File: config.mk
export PLATFORM = sky130hd
export DESIGN_NAME = lc3_alu_exec
export DESIGN_NICKNAME = d
export VERILOG_FILES = /design/src/rtl/lc3_alu_exec.sv
export SDC_FILE = /design/constraint.sdc
export NUM_CORES = 1
export LEC_CHECK = 0
export CORE_UTILIZATION = 39
export CTS_BUF_LIST = sky130_fd_sc_hd__clkbuf_4
export DETAILED_ROUTE_END_ITERATION = 10
export PLACE_DENSITY = 0.68
export RECOVER_POWER = 100
export SLEW_MARGIN = 20
export SYNTH_ARGS = -nofsm -noshare
export SYNTH_HDL_FRONTEND = slang
export SYNTH_SLANG_ARGS = --single-unit
File: constraint.sdc
create_clock -name clk -period 4.5 [get_ports clk]
set_clock_uncertainty 0.1 [all_clocks]
set_input_delay 0.675 -clock clk [delete_from_list [all_inputs] [get_ports clk]]
set_output_delay 0.675 -clock clk [all_outputs]
set_load 0.02 [all_outputs]
File: src/rtl/lc3_alu_exec.sv
// LC-3 operate-instruction execute/writeback unit (ADD, AND, NOT) sitting in
// front of the register file; one instruction per four-cycle IDLE/READ/EXEC/WB pass.
module lc3_alu_exec #(
    parameter logic [2:0] RESET_CC = 3'b010
) (
    input  logic        clk,
    input  logic        reset,
    input  logic        ir_valid,
    output logic        ir_ready,
    input  logic [15:0] ir,
    input  logic [15:0] Ra,
    input  logic [15:0] Rb,
    output logic [2:0]  SR1,
    output logic [2:0]  SR2,
    output logic [2:0]  DR,
    output logic [15:0] b,
    output logic        regWE,
    output logic [2:0]  nzp,
    output logic        done,
    output logic        illegal
);

    typedef enum logic [1:0] {IDLE, READ, EXEC, WB} state_t;

    localparam logic [3:0] OP_ADD = 4'b0001;
    localparam logic [3:0] OP_AND = 4'b0101;
    localparam logic [3:0] OP_NOT = 4'b1001;

    state_t      state;
    logic [15:0] irReg;
    logic [15:0] opA;
    logic [15:0] opB;
    logic [15:0] immExt;
    logic [15:0] operand2;
    logic [15:0] aluOut;

    function automatic logic isLegal(input logic [15:0] word);
        case (word[15:12])
            OP_ADD, OP_AND: return 1'b1;
            OP_NOT:         return word[5:0] == 6'b111111;
            default:        return 1'b0;
        endcase
    endfunction

    // Source selects come straight from the latched IR, so they hold until the next accept.
    assign SR1 = irReg[8:6];
    assign SR2 = irReg[2:0];

    always_comb begin
        immExt   = {{11{irReg[4]}}, irReg[4:0]};
        operand2 = irReg[5] ? immExt : opB;
        case (irReg[15:12])
            OP_ADD:  aluOut = opA + operand2;
            OP_AND:  aluOut = opA & operand2;
            default: aluOut = ~opA;
        endcase
    end

    // b doubles as the result register; nzp is derived from it at the WB edge.
    always_ff @(posedge clk) begin
        if (reset) begin
            state    <= IDLE;
            ir_ready <= 1'b1;
            irReg    <= '0;
            opA      <= '0;
            opB      <= '0;
            DR       <= '0;
            b        <= '0;
            regWE    <= 1'b0;
            done     <= 1'b0;
            illegal  <= 1'b0;
            nzp      <= RESET_CC;
        end else begin
            case (state)
                IDLE: begin
                    if (ir_valid) begin
                        irReg    <= ir;
                        ir_ready <= 1'b0;
                        illegal  <= !isLegal(ir);
                        state    <= READ;
                    end
                end
                READ: begin
                    opA     <= Ra;
                    opB     <= Rb;
                    illegal <= 1'b0;
                    if (isLegal(irReg)) begin
                        state <= EXEC;
                    end else begin
                        ir_ready <= 1'b1;
                        state    <= IDLE;
                    end
                end
                EXEC: begin
                    b     <= aluOut;
                    DR    <= irReg[11:9];
                    regWE <= 1'b1;
                    done  <= 1'b1;
                    state <= WB;
                end
                WB: begin
                    regWE    <= 1'b0;
                    done     <= 1'b0;
                    ir_ready <= 1'b1;
                    nzp      <= {b[15], b == 16'h0000, !b[15] && (b != 16'h0000)};
                    state    <= IDLE;
                end
                default: state <= IDLE;
            endcase
        end
    end

endmodule

======== Word level (Yosys, flattened, before mapping) ========
Index checks and enable logic that the tools add are counted.
word-level totals
  flip-flop bits (word level) ............. 75
  input bits .............................. 51
  output and inout bits ................... 32
cells by class
  add/subtract/negate cells ............... 1
  reductions and logical operators ........ 14
  equality and inequality tests ........... 13
  bitwise gates (word level) .............. 2
  muxes and demuxes ....................... 18
operators by type and width
  kind                number
  $pmux 16 s2         1
  $add 16x16->16      1
  $and 16x16->16      1
  $logic_not 16->1    1
  $mux 16             1
  $not 16->16         1
  $reduce_bool 16->1  1
  $eq 6x6->1 const B  2
  $eq 4x1->1 const B  2
  $eq 4x3->1 const B  2
  $eq 4x4->1 const B  2
  $mux 1              8
  $pmux 1 s2          4
  $pmux 2 s4          1
  $eq 2x2->1 const B  2
  $mux 2              2
  $ne 2x2->1 const B  2
  $reduce_and 2->1    2
  $reduce_bool 2->1   2
  $reduce_or 2->1     2
  $pmux 1 s3          1
  $reduce_and 3->1    1
  $reduce_bool 3->1   1
  $eq 2x1->1 const B  1
  other kinds (3)     4

======== Longest topological paths before layout ========
  depth in word-level cells ............... 9
  depth in mapped cells ................... 11
  depth with buffers taken out ............ 9

======== Worst setup path after synthesis ========
Ideal clock, no wire load.
  kind .................................... register to register
  from .................................... register irReg[5]
  to ...................................... register b[8]
  stages on the path, launching flop included .. 11
  arrival time ............................ 2.299 ns
  required time ........................... 4.284 ns
  path slack .............................. 1.985 ns
  clock period less this slack ............ 2.515 ns
  cell sequence ........................... dfxtp_1 > clkbuf_1 > mux2_2 > ha_1 > inv_1 > fa_1 > nor2b_1 > o31ai_1 > a21oi_1 > or3_1 > a31o_2
on the way
  cells in the longest elaborated chain, start to end .. 3
  elaborated cells between the ends (all ways) .. 4
  those cells by class .................... add/sub (1); mux (2); bitwise (1)
RTL lines
  item                                                     RTL line  RTL
  from (decl)                                              30        logic [15:0] irReg;
  from (signal assigned)                                   77        irReg <= ir;
  $mux 16 *                                                51        operand2 = irReg[5] ? immExt : opB;
  $add 16x16->16 / $and 16x16->16 (equally long branches)  53, 54
  $pmux 16 s2 *                                            52        case (irReg[15:12])
  to (signal assigned)                                     95        b <= aluOut;
  to (decl)                                                16        output logic [15:0] b,
Mark *: on every way between the ends. The rest lies on a longest branch, timed or not.
A chain may end at the register's enable or synchronous reset.

==> flow_summary.yaml <==
global_route:
  grt_usage: 0.2176
  grt_pass1_vias: 3699
  grt_max_degree: 75
  grt_pass1_wl_um: 18960
  antenna_found_initial: 0
  grt_overflow_total: 0
place:
  port_buffers: 82
  routabilityCongestion: 0.8917
  dp_hpwl_um: 8533
worst_hold_path:
  min_path_type: "flop to flop"
  min_to: "irReg[6]$_SDFFE_PP0P_"
  hold_start: "irReg[6]$_SDFFE_PP0P_"
  min_path_cells: 2
pwr:
  power_frac_seq: 0.510
  clock_power_share: 0.325
  switching_share: 0.3055
  peakVddDrop_uv: 156.4
  p_int_uw: 977.5
  power_frac_comb: 0.165
  leakage_nw: 1.897
  switchingPower_uw: 430.0
  power_density_nw_per_um2: 278.6
logic_synthesis:
  seq_area_frac_synth: 0.3671
  async_reset_ff_frac: 0
  ys_warn_count: 0
  yosysUniqueCellTypes: 57
  syn_area_per_cell_um2: 7.437
  yosys.area.top_type_share: 0.3671
  synthFlopType: "dfxtp_1"
  synth_edf_count: 0
  yosysMostFrequentCell: "nand2_1"
  postSynthCellCount: 550
  yosysTopAreaCell: "dfxtp_1"
  synthTopCellsByCount: "nand2_1 (122), a21oi_1 (77), dfxtp_1 (75), clkbuf_1 (33), nor2_1 (30)"
  synth.area.top_cells: "dfxtp_1 (37%), nand2_1 (11%), a21oi_1 (9.4%)"
  yosys_register_bits: 75
  netlist_area_um2: 4090
  synth_nets: 618
drt:
  wl_met2_um: 4960
  vias_per_cell: 5.362
  met3_length_um: 580
  wl_met1_um: 5892
  top_layer: "met4"
  dr.pass1.iters: 5
  drtIter0Drc: 248
  drtAntennaViolNets: 0
  drc: 0
  drt-wirelength-per-cell_um: 15.56
  wirelength_um: 11530
  vias: 3973
timing:
  final-hold-violation-count: 0
  setup_viol: 0
  timing.final.crit_period_ns: 3.372
  timing.hold.ws_ns: 0.3633
  slew_headroom: -1.121
  finalCritPeriodShare: 0.7494
  tightest_slew_ns: 3.182
  rsz0062_at_grt: "no"
  setup_tns_ns: 0
  slew_viol_final: 75
  clock.fmax_ghz: 0.2965
worst_setup_path:
  reg2regPathDepth: 9
  critPathMaxFanout: 74
  cp.required_ns: 4.74
  worst_setup_path_start_kind: "primary input"
  endpoint_kind: "flop"
  arrival_ns: 3.61
  reg2reg_from: "irReg[5]$_SDFFE_PP0P_"
  reg2reg_slack_ns: 1.52
  worstReg2RegEnd: "b[6]$_SDFFE_PP0P_"
  setup.worst_path.class: "primary input to flop"
clocking:
  root_buffer: "clkbuf_4"
  clock_latency_ns: 0.43
  numCtsBuffers: 9
  cts_resized: 0
  cts_max_level: 3
  clock_path_buffers: 2
  cts_tree: "done"
  post-cts-setup-buffers: 0
  holdBufCountCts: 0
  cts.sinks: 75
  clk_pin_slew_ns: 0.14
run_status:
  violations: "capacitance limit, slew limit"
  status: "finished, violations left"
floorplanning:
  core_area_um2: 10230
  die_area_um2: 10900
  die_y_um: 104.4
  rows: 37
  io_pins: 83
  fp.dieW_um: 104.4
  start_util: 0.3998
layout:
  diodes: 0
  nNetsFinal: 668
  n_fill_cell: 1026
  drive_above_1_share: 0.04628
  area_delta_synth_final_pct: 23.52
run:
  cap_violations: 1
worst max-delay path, stage by stage:
cell and delay [ns]:
clkbuf_1 0.09, clkbuf_1 2.23, nor3_1 0.20, a31o_2 0.34
metal layers:
metal | track usage | vias to the layer above
met3 | 0.03008 | 7
li1 | - | 2017
met1 | 0.3269 | 1827
met2 | 0.3212 | 122
met4 | 0.05918 | 0
met5 | 0 | -
stage by stage:
stage          instance area (µm²)  utilization  setup WS [ns]  total power [mW]  cells
2_1_floorplan                 4090            -          1.985            0.8696    550
3_3_place_gp                  4898       0.4788          1.674            0.9632    725
3_5_place_dp                  4901       0.4790          1.608            0.9658    725
4_1_cts                       5051       0.4937          1.586             1.419    741
5_1_grt                       5052       0.4938         0.7961             1.476    741
6_report                      5052       0.4938          1.128             1.408    741
how the worst max path moves through the flow:
stage | slack [ns] | endpoint | depth (start not counted) | startpoint
final | 1.13 | b[8]$_SDFFE_PP0P_ | 4 | reset
after global routing | 0.80 | b[8]$_SDFFE_PP0P_ | 4 | reset
after CTS | 1.59 | b[6]$_SDFFE_PP0P_ | 9 | irReg[5]$_SDFFE_PP0P_
after detailed placement | 1.61 | b[6]$_SDFFE_PP0P_ | 9 | irReg[5]$_SDFFE_PP0P_
after global placement | 1.67 | b[8]$_SDFFE_PP0P_ | 9 | irReg[5]$_SDFFE_PP0P_
after floorplan | 1.98 | b[8]$_SDFFE_PP0P_ | 10 | irReg[5]$_SDFFE_PP0P_
cells in the final DEF, fill, tap and decap left out, types with 4 or more instances in the layout:
master,instances
nand2_1,122
a21oi_1,77
dfxtp_1,75
clkdlybuf4s50_1,49
dlygate4sd3_1,32
nor2_1,30
o21ai_0,27
inv_1,20
ha_1,16
nand3_1,15
nor3_1,12
clkbuf_4,9
a311oi_1,8
a211oi_1,8
mux2i_1,6
or3_1,6
nor2b_1,5
a21o_1,5
a21boi_0,5
o211ai_1,5
o31ai_1,5
nand2b_1,4
nor4_1,4
buf_4,4
state kept, by name (all words and copies together) (netlist names), named ones only:
signal and count:
state 1, opB 16, done 1, illegal 1
nzp 3, irReg 16, ir_ready 1, DR 3
opA 16, b 16
area by class of cell:
class	instances	area [µm²]	share of cell area
Multi-Input combinational cell	407	2307	0.4567
Tap cell	136	170.2	0.03368
Timing Repair Buffer	87	848.3	0.1679
Inverter	20	75.07	0.01486
Clock buffer	9	67.56	0.01337
Clock inverter	7	82.58	0.01634
Sequential cell	75	1501	0.2972
cells by family after synthesis:
group / share of synthesized area
flip-flops: 0.3671
AO/OA/AOI/OAI: 0.2414
buffers and inverters: 0.07158
XOR/XNOR: 0.008567
multiplexers: 0.02294
AND/OR/NAND/NOR: 0.2346
adder cells (fa/ha/maj): 0.05384
power by group through the flow:
stage / combinational, mW / clock [mW] / sequential, mW
after floorplan: 0.143 / 0 / 0.727
after global placement: 0.232 / 0 / 0.731
after detailed placement: 0.233 / 0 / 0.733
after CTS: 0.234 / 0.467 / 0.718
after global routing: 0.257 / 0.497 / 0.723
final: 0.232 / 0.458 / 0.718
(Power assumes the default switching activity.)
